## config.mk

```make
export PLATFORM = sky130hd
export DESIGN_NAME = mem_readout_arb
export DESIGN_NICKNAME = d
export VERILOG_FILES = /design/src/rtl/mem_readout_pkg.sv /design/src/rtl/prio_enc12.sv /design/src/rtl/mem_readout_arb.sv
export SDC_FILE = /design/constraint.sdc
export NUM_CORES = 1
export LEC_CHECK = 0
export ABC_AREA = 1
export CAP_MARGIN = 0
export CORE_AREA = 4 4 292 294
export DETAILED_ROUTE_END_ITERATION = 8
export DIE_AREA = 0 0 296 298
export GPL_TIMING_DRIVEN = 1
export SLEW_MARGIN = 25
export SYNTH_ARGS = -nofsm -noshare
export SYNTH_HDL_FRONTEND = slang
export SYNTH_SLANG_ARGS = --single-unit
```

## constraint.sdc

```tcl
create_clock -name clk -period 4.65 [get_ports clk]
set_input_delay 0.465 -clock clk [delete_from_list [all_inputs] [get_ports clk]]
set_output_delay 0.465 -clock clk [all_outputs]
set_load 0.01 [all_outputs]
```

## src/rtl/mem_readout_pkg.sv

```systemverilog
// Shared constants and the output word layout for the memory readout arbiter.
// Latency: n/a (type and constant definitions only).
// Backpressure: n/a.
package mem_readout_pkg;

    localparam int NUM_MEM  = 12;
    localparam int DATA_W   = 45;
    localparam int CNT_W    = 6;
    localparam int IDX_W    = 4;
    localparam int BX_W     = 3;
    localparam int READ_LAT = 2;
    localparam int STREAM_W = 52;

    // Per-BX time budget; no new reads are issued once clk_cnt reaches this.
    localparam logic [6:0] MAX_CLKS = 7'd100;

    // Memory index reserved for the optional event header word.
    localparam logic [IDX_W-1:0] HDR_IDX = 4'hF;

    typedef struct packed {
        logic [BX_W-1:0]   bx;
        logic [IDX_W-1:0]  idx;
        logic [DATA_W-1:0] data;
    } stream_t;

endpackage

```

## src/rtl/prio_enc12.sv

```systemverilog
// 12-input priority encoder: lowest asserted request wins.
// Latency: purely combinational.
// Backpressure: none; output follows the request vector.
//   req     : request vector, bit i = memory i has work
//   idx     : index of the lowest asserted request (0 when none)
//   any_vld : at least one request is asserted
module prio_enc12 (
    input  logic [11:0] req,
    output logic [3:0]  idx,
    output logic        any_vld
);

    // Scan from the top down so the lowest set bit is the last one written.
    always_comb begin
        idx = 4'd0;
        for (int i = 11; i >= 0; i--) begin
            if (req[i]) begin
                idx = 4'(i);
            end
        end
    end

    assign any_vld = |req;

endmodule

```

## src/rtl/mem_readout_arb.sv

```systemverilog
// Drains one event from 12 buffer memories in index order into one tagged stream.
// Latency: READ_LAT+1 clocks from issuing an address to the matching valid word.
// Backpressure: none downstream; issue is throttled only by the per-BX clk_cnt budget.
//   clk, reset              : clock, synchronous active-high reset
//   new_event, BX, items00..11 : start an event, its BX tag and per-memory item counts
//   clk_cnt                 : clocks elapsed in the current BX (issue budget)
//   BX_pipe                 : pipeline BX counter, informational only
//   mem_dat00..11 / addr00..11 : synchronous RAM read data / read addresses
//   mem_dat_stream, valid   : {bx_tag, mem_idx, data} output word and its qualifier
//   none                    : no items left to issue for the current event
// Optional build macro MEM_READOUT_HEADER_EN: emit a header word (idx 4'hF, summed
// item counts) the cycle after new_event; data words then arrive one clock later.
module mem_readout_arb
    import mem_readout_pkg::*;
(
    input  logic                clk,
    input  logic                reset,
    input  logic                new_event,
    input  logic [2:0]          BX,
    input  logic [6:0]          clk_cnt,
    input  logic [2:0]          BX_pipe,
    input  logic [CNT_W-1:0]    items00, items01, items02, items03,
    input  logic [CNT_W-1:0]    items04, items05, items06, items07,
    input  logic [CNT_W-1:0]    items08, items09, items10, items11,
    input  logic [DATA_W-1:0]   mem_dat00, mem_dat01, mem_dat02, mem_dat03,
    input  logic [DATA_W-1:0]   mem_dat04, mem_dat05, mem_dat06, mem_dat07,
    input  logic [DATA_W-1:0]   mem_dat08, mem_dat09, mem_dat10, mem_dat11,
    output logic [CNT_W-1:0]    addr00, addr01, addr02, addr03,
    output logic [CNT_W-1:0]    addr04, addr05, addr06, addr07,
    output logic [CNT_W-1:0]    addr08, addr09, addr10, addr11,
    output logic [STREAM_W-1:0] mem_dat_stream,
    output logic                valid,
    output logic                none
);

    logic [CNT_W-1:0]  items_a   [NUM_MEM];
    logic [DATA_W-1:0] mem_dat_a [NUM_MEM];

    assign items_a = '{items00, items01, items02, items03, items04, items05,
                       items06, items07, items08, items09, items10, items11};
    assign mem_dat_a = '{mem_dat00, mem_dat01, mem_dat02, mem_dat03, mem_dat04, mem_dat05,
                         mem_dat06, mem_dat07, mem_dat08, mem_dat09, mem_dat10, mem_dat11};

    // BX_pipe is carried on the port for the system's benefit only.
    logic unused_bx_pipe;
    assign unused_bx_pipe = ^BX_pipe;

    logic [CNT_W-1:0] remaining_q [NUM_MEM];
    logic [CNT_W-1:0] remaining_d [NUM_MEM];
    logic [CNT_W-1:0] rd_ptr_q    [NUM_MEM];
    logic [CNT_W-1:0] rd_ptr_d    [NUM_MEM];
    logic [BX_W-1:0]  bx_tag_q, bx_tag_d;
    logic [READ_LAT-1:0] pipe_vld_q, pipe_vld_d;
    logic [IDX_W-1:0] pipe_idx_q  [READ_LAT];
    logic [IDX_W-1:0] pipe_idx_d  [READ_LAT];
    stream_t          stream_q, stream_d;
    logic             valid_q, valid_d;

    logic [NUM_MEM-1:0] req;
    logic [IDX_W-1:0]   sel_idx;
    logic               sel_vld;
    logic               issue;
    logic               emerge_vld;
    stream_t            emerge_word;

    always_comb begin
        for (int i = 0; i < NUM_MEM; i++) begin
            req[i] = (remaining_q[i] != '0);
        end
    end

    prio_enc12 u_prio_enc12 (
        .req     (req),
        .idx     (sel_idx),
        .any_vld (sel_vld)
    );

    assign issue = sel_vld && (clk_cnt < MAX_CLKS) && !new_event;

    // The entry leaving the last pipeline stage lines up with its RAM data.
    always_comb begin
        emerge_vld       = pipe_vld_q[READ_LAT-1];
        emerge_word.bx   = bx_tag_q;
        emerge_word.idx  = pipe_idx_q[READ_LAT-1];
        emerge_word.data = '0;
        for (int i = 0; i < NUM_MEM; i++) begin
            if (pipe_idx_q[READ_LAT-1] == IDX_W'(i)) begin
                emerge_word.data = mem_dat_a[i];
            end
        end
    end

`ifdef MEM_READOUT_HEADER_EN
    stream_t     dly_dat_q, dly_dat_d;
    logic        dly_vld_q, dly_vld_d;
    logic [11:0] hdr_sum;

    always_comb begin
        hdr_sum = '0;
        for (int i = 0; i < NUM_MEM; i++) begin
            hdr_sum = hdr_sum + 12'(items_a[i]);
        end
    end
`endif

    always_comb begin
        remaining_d = remaining_q;
        rd_ptr_d    = rd_ptr_q;
        bx_tag_d    = bx_tag_q;
        pipe_vld_d  = {pipe_vld_q[READ_LAT-2:0], issue};
        pipe_idx_d[0] = sel_idx;
        for (int k = 1; k < READ_LAT; k++) begin
            pipe_idx_d[k] = pipe_idx_q[k-1];
        end
        stream_d = stream_q;
        valid_d  = 1'b0;

        if (issue) begin
            for (int i = 0; i < NUM_MEM; i++) begin
                if (sel_idx == IDX_W'(i)) begin
                    rd_ptr_d[i]    = rd_ptr_q[i] + CNT_W'(1);
                    remaining_d[i] = remaining_q[i] - CNT_W'(1);
                end
            end
        end

`ifdef MEM_READOUT_HEADER_EN
        // Extra stage makes room for the header in front of the data words.
        dly_vld_d = emerge_vld;
        dly_dat_d = emerge_word;
        if (dly_vld_q) begin
            stream_d = dly_dat_q;
            valid_d  = 1'b1;
        end
`else
        if (emerge_vld) begin
            stream_d = emerge_word;
            valid_d  = 1'b1;
        end
`endif

        // A new event abandons the old one, including words already in flight.
        if (new_event) begin
            for (int i = 0; i < NUM_MEM; i++) begin
                remaining_d[i] = items_a[i];
                rd_ptr_d[i]    = '0;
            end
            bx_tag_d   = BX;
            pipe_vld_d = '0;
            stream_d   = stream_q;
            valid_d    = 1'b0;
`ifdef MEM_READOUT_HEADER_EN
            dly_vld_d = 1'b0;
            stream_d  = stream_t'{bx: BX, idx: HDR_IDX, data: DATA_W'(hdr_sum)};
            valid_d   = 1'b1;
`endif
        end
    end

    always_ff @(posedge clk) begin
        if (reset) begin
            for (int i = 0; i < NUM_MEM; i++) begin
                remaining_q[i] <= '0;
                rd_ptr_q[i]    <= '0;
            end
            for (int k = 0; k < READ_LAT; k++) begin
                pipe_idx_q[k] <= '0;
            end
            bx_tag_q   <= '0;
            pipe_vld_q <= '0;
            stream_q   <= '0;
            valid_q    <= 1'b0;
`ifdef MEM_READOUT_HEADER_EN
            dly_vld_q  <= 1'b0;
            dly_dat_q  <= '0;
`endif
        end else begin
            remaining_q <= remaining_d;
            rd_ptr_q    <= rd_ptr_d;
            pipe_idx_q  <= pipe_idx_d;
            bx_tag_q    <= bx_tag_d;
            pipe_vld_q  <= pipe_vld_d;
            stream_q    <= stream_d;
            valid_q     <= valid_d;
`ifdef MEM_READOUT_HEADER_EN
            dly_vld_q   <= dly_vld_d;
            dly_dat_q   <= dly_dat_d;
`endif
        end
    end

    assign {addr00, addr01, addr02, addr03, addr04, addr05} =
           {rd_ptr_q[0], rd_ptr_q[1], rd_ptr_q[2], rd_ptr_q[3], rd_ptr_q[4], rd_ptr_q[5]};
    assign {addr06, addr07, addr08, addr09, addr10, addr11} =
           {rd_ptr_q[6], rd_ptr_q[7], rd_ptr_q[8], rd_ptr_q[9], rd_ptr_q[10], rd_ptr_q[11]};

    assign mem_dat_stream = stream_q;
    assign valid          = valid_q;

    always_comb begin
        none = 1'b1;
        for (int i = 0; i < NUM_MEM; i++) begin
            if (remaining_q[i] != '0) begin
                none = 1'b0;
            end
        end
    end

endmodule

```

Word level (Yosys, flattened, before mapping)
Index checks and enable logic that the tools add are counted.
Cells by class
  add/sub/neg operators: 24
  $mul: 0
  div/mod/pow operators: 0
  magnitude comparators: 1
  eq/ne operators: 22
  shifts and indexed selects: 0
  multiplexer cells: 51
  bitwise logic cells: 1
  reduce and logical (&&, ||, !) cells: 57
Operator list (count)
  45-bit two-way mux: 12
  72-bit two-way mux: 2
  6-bit by 1-bit adder with 6-bit output, second input constant: 12
  6-bit two-way mux: 12
  6-bit nonzero test: 12
  6-bit by 1-bit subtractor with 6-bit output, second input constant: 12
  2-bit AND reduction: 25
  4-bit two-way mux: 12
  4-bit by 3-bit equality test with 1-bit output, second input constant: 8
  4-bit equality test, second input constant: 8
  2-bit nonzero test: 13
  4-bit by 2-bit equality test with 1-bit output, second input constant: 4
  1-bit two-way mux: 13
  12-bit OR reduction: 1
  4-bit by 1-bit equality test with 1-bit output, second input constant: 2
  4-bit zero test: 2
  7-bit < comparator, second input constant: 1
  1-bit logical AND: 2
  2-bit OR reduction: 1
  1-bit zero test: 1
  1-bit inverter: 1
Word-level totals
  register bits: 210
  latch bits: 0
  memory bits (writable): 0
  memory bits (read-only): 0
  input bits: 628
  logic and storage cells: 188
  memories: 0

Depth between registers and ports, before layout
Gate-level depths: netlist of run 1.
  word-level depth: 17
  gate-level depth with buffers: 22
  depth with buffers taken out: 21

By module
Synthesis of run 1 repeated with hierarchy kept, for this count alone.
Second synthesis, totals
  cells, all modules: 2233
  area total of the unflattened synthesis: 13639.3 um^2
By module, submodules not included
  mem_readout_arb: instances 1, cells each 2198, area each 13471.7 um^2
  prio_enc12: instances 1, cells each 35, area each 167.7 um^2

Worst setup path after synthesis of run 1
Ideal clock, no wire load.
  path kind: register to register
  start point: register remaining_q[0] (netlist name)
  end point: register remaining_q[54] (netlist name)
  arrival: 2047 ps
  slack: 2487 ps
  cell stages (with the launch flop): 23
  cell sequence: dfxtp_1 -> inv_1 -> ha_1 -> inv_1 -> nor2_2 -> nand3_1 -> nand2_1 -> nand2_1 -> nand2_1 -> nand2_1 -> nand2_1 -> nand2_1 -> nand2_1 -> nand2_1 -> nand2_2 -> nand2_4 -> nand2_4 -> buf_6 -> nand3_2 -> nand2_2 -> inv_1 -> nor2_1 -> nor2_1
Between the ends
  word-level cells in the longest chain between the ends: 16
  elaborated cells on any way between the ends: 20
  those cells by class: 1 x eq/ne; 12 x mux; 7 x reduce/logical
Ends and longest elaborated chain
  from (decl): RTL line mem_readout_arb.sv:48  | logic [CNT_W-1:0] remaining_q [NUM_MEM];
  from (signal assigned): RTL line mem_readout_arb.sv:178  | remaining_q <= remaining_d;
  6-bit nonzero test *: RTL line mem_readout_arb.sv:68  | req[i] = (remaining_q[i] != '0);
  4-bit two-way mux (12 in a row): RTL line prio_enc12.sv:17  | if (req[i]) begin
  4-bit by 2-bit equality test with 1-bit output: RTL line mem_readout_arb.sv:120  | if (sel_idx == IDX_W'(i)) begin
  2-bit nonzero test (no source line)
  2-bit AND reduction (no source line) *
Every way passes the cells marked *; elsewhere a longest branch is shown, timed or not.
A chain may end at the register's enable or synchronous reset.

Final worst setup path of run 1
  start point: register pipe_idx_q (netlist bit emerge_word[45])
  end point: register stream_q (netlist bit mem_dat_stream[36])
Between the ends
  word-level cells in the longest chain between the ends: 13
  elaborated cells on any way between the ends: 24
  those cells by class: 11 x eq/ne; 12 x mux; 1 x reduce/logical
Ends and longest elaborated chain
  from (decl): RTL line mem_readout_arb.sv:54  | logic [IDX_W-1:0] pipe_idx_q [READ_LAT];
  from (signal assigned): RTL line mem_readout_arb.sv:180  | pipe_idx_q <= pipe_idx_d;
  4-bit zero test: RTL line mem_readout_arb.sv:87  | if (pipe_idx_q[READ_LAT-1] == IDX_W'(i)) begin
  45-bit two-way mux (11 in a row): RTL line mem_readout_arb.sv:87
  45-bit two-way mux *: RTL line mem_readout_arb.sv:87
  to (signal assigned): RTL line mem_readout_arb.sv:183  | stream_q <= stream_d;
  to (decl): RTL line mem_readout_arb.sv:56  | stream_t stream_q, stream_d;
Marks and branches as above.

==> results of run 1 <==
## critical path, cell delays in order, from the launching register on
cell,delay [ns]
dfxtp_1,0.39
inv_1,0.15
nand2_1,0.30
nor2_4,0.20
nand2_1,0.10
nand3_1,0.06
a221oi_1,0.77
nand3_1,0.40
a21oi_1,0.39
nand4_1,0.41
nand2_1,0.16
a21oi_1,0.07
## placed cells by master, fill, tap and decap left out, drive strengths merged
master         netlist  layout
a221oi              12      12
bufinv               0       2
diode                0      22
inv                125     127
ha                  28      28
and3                 1       1
and2                 1       1
clkinv               2       8
nor3                26      26
a31oi                1       1
clkdlybuf4s50        0     746
a211oi               2       2
nand2              650     650
nor2               216     216
dfxtp              210     210
nand3b               2       2
clkbuf             107      36
o21ai              157     157
buf                 22      31
nand3              273     273
xor2                50      50
xnor2               37      37
clkinvlp             0       2
nand4               80      80
o211ai              23      23
a21oi              275     275
or3                  1       1
## flip-flops by register name, indices dropped and copies added (netlist names)
| signal | flops |
|---|---|
| addr00 | 6 |
| addr01 | 6 |
| addr02 | 6 |
| addr03 | 6 |
| addr04 | 6 |
| addr05 | 6 |
| addr06 | 6 |
| addr07 | 6 |
| addr08 | 6 |
| addr09 | 6 |
| addr10 | 6 |
| addr11 | 6 |
| bx_tag_q | 3 |
| emerge_word | 4 |
| mem_dat_stream | 52 |
| pipe_idx_d | 4 |
| pipe_vld_q | 2 |
| remaining_q | 72 |
| valid | 1 |
## through the flow
stage | area, um^2 | util [%]
floorplan | 14300 | -
global placement | 22900 | 27.7
detailed placement | 22900 | 27.7
CTS | 23800 | 28.7
global route | 23900 | 28.8
finish | 23900 | 28.8
## layer usage
layer	GRT usage [%]	up-vias	wire length, um	part of all wire (%)
met5	0	-	117	0.13
met4	5.87	18	2460	2.6
met3	6.37	133	9420	10
met2	33.4	750	44000	47
met1	24.0	8649	37100	40
li1	-	9101	-	-
## cell families after synthesis
family / after synthesis / synth area share, %
AOI/OAI and AO/OA: 470 / 17.2
adders and majority gates: 28 / 2.45
and+or+nand+nor: 1250 / 38.7
xor gates and xnor gates: 87 / 5.32
DFF: 210 / 29.4
buffers and inverters: 256 / 6.99
## power by group
| group | internal (mW) | switching (mW) |
|---|---|---|
| clock network | 1.25 | 0.893 |
| registers | 1.88 | 0.0691 |
| logic | 0.806 | 0.895 |
## worst max-delay path by stage
stage                                       to  cells after the start  slack, ns                         start
4_1_cts                                   none                      9       1.10  remaining_q[18]$_SDFFE_PP0P_
5_1_grt           remaining_q[28]$_SDFFE_PP0P_                     15       0.96  remaining_q[18]$_SDFFE_PP0P_
2_1_floorplan     remaining_q[54]$_SDFFE_PP0P_                     22       2.49   remaining_q[0]$_SDFFE_PP0P_
3_3_place_gp   mem_dat_stream[44]$_SDFFE_PP0P_                     12       1.18    emerge_word[46]$_SDFF_PP0_
3_5_place_dp   mem_dat_stream[44]$_SDFFE_PP0P_                     12       1.18    emerge_word[46]$_SDFF_PP0_
6_report       mem_dat_stream[36]$_SDFFE_PP0P_                     11       1.10    emerge_word[45]$_SDFF_PP0_
## area by class of cell
| type | instances | area (um^2) |
|---|---|---|
| clock buffers | 36 | 749 |
| diodes | 22 | 55.1 |
| clock inverters | 12 | 136 |
| inverters | 127 | 480 |
| multi-input cells | 1835 | 9210 |
| fillers | 9104 | 59000 |
| repair buffers | 777 | 7700 |
| flip-flops and latches | 210 | 4200 |
| well taps | 1080 | 1350 |
==> qor.csv, run 1 <==
metric,value,unit
post-synthesis sequential area ratio,29.4,%
total iterations of the first detailed-routing run,7,
Static Leak,8.89,nW
WS Path Type,reg2reg,
"Hold-fix buffers, CTS",0,
Hold WC Path Type,in2reg,
final hold vios,0,
GR Overflow Total,0,
RSZ-0062 raised after global routing,no,
maximum vdd drop,0.200,mV
Worst Max-Slew Pin Slew,0.992,ns
PortBufs,748,
Horiz. Die Dim,296,um
layout cells sized above 1,4.94,%
post-synthesis cell area,14300,um^2
fin nets,3634,
CP Data Required Time,5.06,ns
Async SR Flop Fraction,0,%
RR Endpoint,mem_dat_stream[36]$_SDFFE_PP0P_,
crit share post-route,76.3,%
vias in the first global route,17500,
Total GRT Usage,19.8,%
most numerous cell in the Yosys netlist,nand2_1,
CTS tree,built,
per-cell routed wire length,22.7,um
Post-Place Worst Slack,1.18,ns
H-tree depth,1,
critical path data arrival time,3.95,ns
number of distinct library cells after synthesis,38,
Setup Skew,0.0178,ns
CP Capture Type,register,
Final Max Slew Viols,0,
Synth Flop Type,dfxtp_1,
detailed-route DRC error count,0,
IO Pins,754,
Routed WL,93.1,mm
total number of vias,18700,
die area,88200,um^2
CTS root buf,clkbuf_16,
dominant cell type by area after synthesis,dfxtp_1,
Reg-to-Reg Start,emerge_word[45]$_SDFF_PP0_,
Syn. warnings,0,
CP max FO,23,
dpl cells,4029,
synth cell count leaders,"nand2_1, a21oi_1, nand3_1",
type of origin of the critical path,register,
CTS Sinks,210,
Mean Syn Cell Area,6.22,um^2
postcts setup bufs,0,
Clock transition at path regs,0.06,ns
Post-synth EDFFs,0,
R2R depth,11,
latest clock arrival within the worst-skew pair,0.56,ns
status,"complete, no violations",
setup TNS,0,ns
core area,82900,um^2
CTS buffer count,27,
Hold Path Cell Cnt,2,
hold path endpoint,mem_dat_stream[31]$_SDFFE_PP0P_,
Power Dens Cells,242,nW/um^2
Overall Power,5.79,mW
pin count of the biggest net entering global routing,69,
Syn Inst Count,2301,
starting density of the core,17.3,%
Vias/cell,4.55,
Routed Antenna Nets,0,
Tmin final,3.55,ns
slew margin rel.,33.8,%
post-synth top area share,29.4,%
worst reg2reg setup slack,1.10,ns
hold_sp,reset,
max-cap violation count,0,
Area Growth Syn to Fin,66.9,%
dominant cells by area after synthesis,"dfxtp_1, nand2_1, a21oi_1, nand3_1, o21ai_0",
synthesis-stage register bit count,210,
Resize count post-CTS,0,
WHS,0.352,ns
GP Congestion,0.988,
fmax,0.282,GHz
setup slack after layout,1.10,ns
first-pass GRT wire length,128,mm
clk buf depth,3,
Final Setup Violations,0,
initial antenna violation count,48,
Die Y,298,um
DP Wirelength,75.2,mm
final std cells w/o fill,4099,
Initial DRC Count,1441,
"Net Count, Synth",2957,
Std-Cell Rows,106,
Power figures use the tool's default switching activity.
==> run 2, diff against run 1 <==
--- a/config.mk
+++ b/config.mk
@@ -7,9 +7,9 @@
 export LEC_CHECK = 0
 export ABC_AREA = 1
 export CAP_MARGIN = 0
-export CORE_AREA = 4 4 292 294
+export CORE_AREA = 4 4 294 296
 export DETAILED_ROUTE_END_ITERATION = 8
-export DIE_AREA = 0 0 296 298
+export DIE_AREA = 0 0 298 300
 export GPL_TIMING_DRIVEN = 1
 export SLEW_MARGIN = 25
 export SYNTH_ARGS = -nofsm -noshare
==> constraint.sdc (replaced) <==
create_clock -name clk -period 3.2 [get_ports clk]
set_input_delay 0.32 -clock clk [delete_from_list [all_inputs] [get_ports clk]]
set_output_delay 0.32 -clock clk [all_outputs]
set_load 0.01 [all_outputs]
==> qor.csv, run 2 (synthesis results as in run 1) <==
metric,value,unit,change
Post-Place Worst Slack,0.0340,ns,-1.15 ns
Static Leak,9.16,nW,+3.0%
Total GRT Usage,19.8,%,+0.047 points
Tmin final,3.03,ns,-0.513 ns
CTS tree,built,,
Worst Max-Slew Pin Slew,0.990,ns,-0.00256 ns
total number of vias,18800,,+0.92%
per-cell routed wire length,23.1,um,+1.7%
"commonest cells after routing, fill and taps aside","clkdlybuf4s50_1, nand2_1, a21oi_1",,
latest clock arrival within the worst-skew pair,0.56,ns,about the same
CTS Sinks,210,,unchanged
"commonest non-fill, non-tap cell in the layout",clkdlybuf4s50_1,,
CP Capture Type,register,,
max-cap violation count,0,,unchanged
slew margin rel.,33.9,%,+0.074 points
detailed-route DRC error count,0,,unchanged
Final Setup Violations,0,,unchanged
fmax,0.330,GHz,+17%
Reg-to-Reg Start,emerge_word[45]$_SDFF_PP0_,,
Horiz. Die Dim,298,um,+0.68%
clk buf depth,3,,unchanged
"Hold-fix buffers, CTS",0,,unchanged
Routed WL,95.3,mm,+2.4%
starting density of the core,17.1,%,-0.14 points
hold path endpoint,remaining_q[64]$_SDFFE_PP0P_,,
fin nets,3675,,+1.1%
Fill cells,9213,,+1.2%
core area,83600,um^2,+0.80%
R2R depth,12,,+1
GP Congestion,0.977,,-1.1%
final hold vios,0,,unchanged
type of origin of the critical path,register,,
die area,89400,um^2,+1.4%
H-tree depth,1,,unchanged
initial antenna violation count,40,,-17%
worst reg2reg setup slack,0.17,ns,-0.94 ns
maximum vdd drop,0.342,mV,+71%
RSZ-0062 raised after global routing,yes,,
layout cells sized above 1,6.32,%,+1.4 points
max reg flops,72,,unchanged
crit share post-route,94.8,%,+19 points
status,"complete, no violations",,
Clock transition at path regs,0.06,ns,about the same
GR Overflow Total,0,,unchanged
Hold WC Path Type,in2reg,,
CP Data Required Time,3.68,ns,-1.38 ns
setup slack after layout,0.167,ns,-0.937 ns
storage element area,4210,um^2,about the same
Area Growth Syn to Fin,69.9,%,
vias in the first global route,18300,,+4.3%
area of the multi-input gates,9240,um^2,+0.35%
PortBufs,748,,unchanged
Overall Power,8.75,mW,+51%
Routed Antenna Nets,0,,unchanged
pin count of the biggest net entering global routing,117,,+70%
total iterations of the first detailed-routing run,7,,unchanged
Die Y,300,um,+0.67%
Initial DRC Count,1362,,-5.5%
Hold Path Cell Cnt,4,,+2
Setup Skew,0.0137,ns,-0.00408 ns
DP Wirelength,77.2,mm,+2.7%
IO Pins,754,,unchanged
CTS root buf,clkbuf_16,,
Vias/cell,4.56,,+0.31%
CTS buffer count,28,,+3.7%
Power Dens Cells,360,nW/um^2,+49%
RR Endpoint,mem_dat_stream[11]$_SDFFE_PP0P_,,
first-pass GRT wire length,131,mm,+2.9%
postcts setup bufs,0,,unchanged
Std-Cell Rows,106,,unchanged
most flop-heavy register,remaining_q,,
CP max FO,16,,-30%
hold_sp,new_event,,
Final Max Slew Viols,0,,unchanged
critical path data arrival time,3.51,ns,-0.44 ns
WS Path Type,reg2reg,,
==> run 2: cell types whose count changed in the layout (fill, tap and decap cells not counted), moves of 2 or more <==
cell / previous run / this run
nor2_2: 8 / 13
clkinv_4: 3 / 1
clkbuf_16: 27 / 29
buf_4: 31 / 62
clkinvlp_4: 2 / 0
nor2_1: 188 / 186
buf_12: 0 / 6
diode_2: 22 / 8
bufinv_16: 2 / 4
==> run 2: stage by stage <==
stage | cell area, um^2 | TNS [ns] | hold WS, ns | cells | utilization [%]
after floorplan | 14300 | 0 | 0.388 | 2301 | -
after global placement | 23300 | 0 | 0.390 | 4066 | 27.9
after detailed placement | 23300 | 0 | 0.394 | 4066 | 27.9
after CTS | 24300 | 0 | 0.214 | 4113 | 29.0
after global routing | 24300 | -0.517 | 0.272 | 4124 | 29.1
final | 24300 | 0 | 0.250 | 4124 | 29.1
==> run 2: per-layer routing <==
| metal | GRT usage [%] | routed length [um] | vias to the layer above |
|---|---|---|---|
| li1 | - | - | 9169 |
| met1 | 24.1 | 38500 | 8738 |
| met3 | 5.86 | 8320 | 128 |
| met2 | 34.6 | 46200 | 771 |
| met4 | 4.57 | 2200 | 16 |
| met5 | 0 | 92 | - |
==> run 2: where the power goes <==
group	switching, mW	internal [mW]	total (mW)	leakage, nW
clock	1.29	2.07	3.36	0.475
sequential	0.100	2.73	2.83	1.71
combinational	1.34	1.22	2.56	6.97
==> run 2: how the worst max path moves through the flow <==
| stage | from | end | slack (ns) | cells after the start |
|---|---|---|---|---|
| after detailed placement | emerge_word[45]$_SDFF_PP0_ | mem_dat_stream[6]$_SDFFE_PP0P_ | 0.03 | 12 |
| after global routing | remaining_q[0]$_SDFFE_PP0P_ | addr05[2]$_SDFFE_PP0P_ | -0.06 | 16 |
| final | emerge_word[45]$_SDFF_PP0_ | mem_dat_stream[11]$_SDFFE_PP0P_ | 0.17 | 12 |
| after CTS | emerge_word[45]$_SDFF_PP0_ | mem_dat_stream[6]$_SDFFE_PP0P_ | 0.01 | 12 |
| after global placement | emerge_word[45]$_SDFF_PP0_ | mem_dat_stream[35]$_SDFFE_PP0P_ | 0.02 | 12 |
| after floorplan | remaining_q[0]$_SDFFE_PP0P_ | remaining_q[54]$_SDFFE_PP0P_ | 1.04 | 22 |
==> run 2: final cells by class <==
class                           instances  share of cell area, %
Clock inverter                          9                  0.628
Tap cell                             1080                   5.56
Sequential cell                       210                   17.3
Inverter                              127                   1.97
Antenna cell                            8                 0.0823
Clock buffer                           38                   3.33
Multi-Input combinational cell       1838                   38.0
Timing Repair Buffer                  814                   33.1
==> run 2: repair_timing <==
action | 4_1_cts | 5_1_grt
endpoints found under the setup margin | 1 | 38
pin swaps | 0 | 3
gates cloned | 0 | 3
resized for setup | 1 | 6
==> run 2: worst max-delay path, stage by stage, from the launching register on <==
cell      delay, ns
dfxtp_2        0.37
inv_1          0.22
buf_4          0.20
nand2_1        0.18
nor2_2         0.79
nand2_1        0.18
nand3_1        0.21
a21oi_1        0.09
nand4_1        0.09
o21ai_0        0.19
nand4_1        0.15
o211ai_1       0.11
a21oi_1        0.17
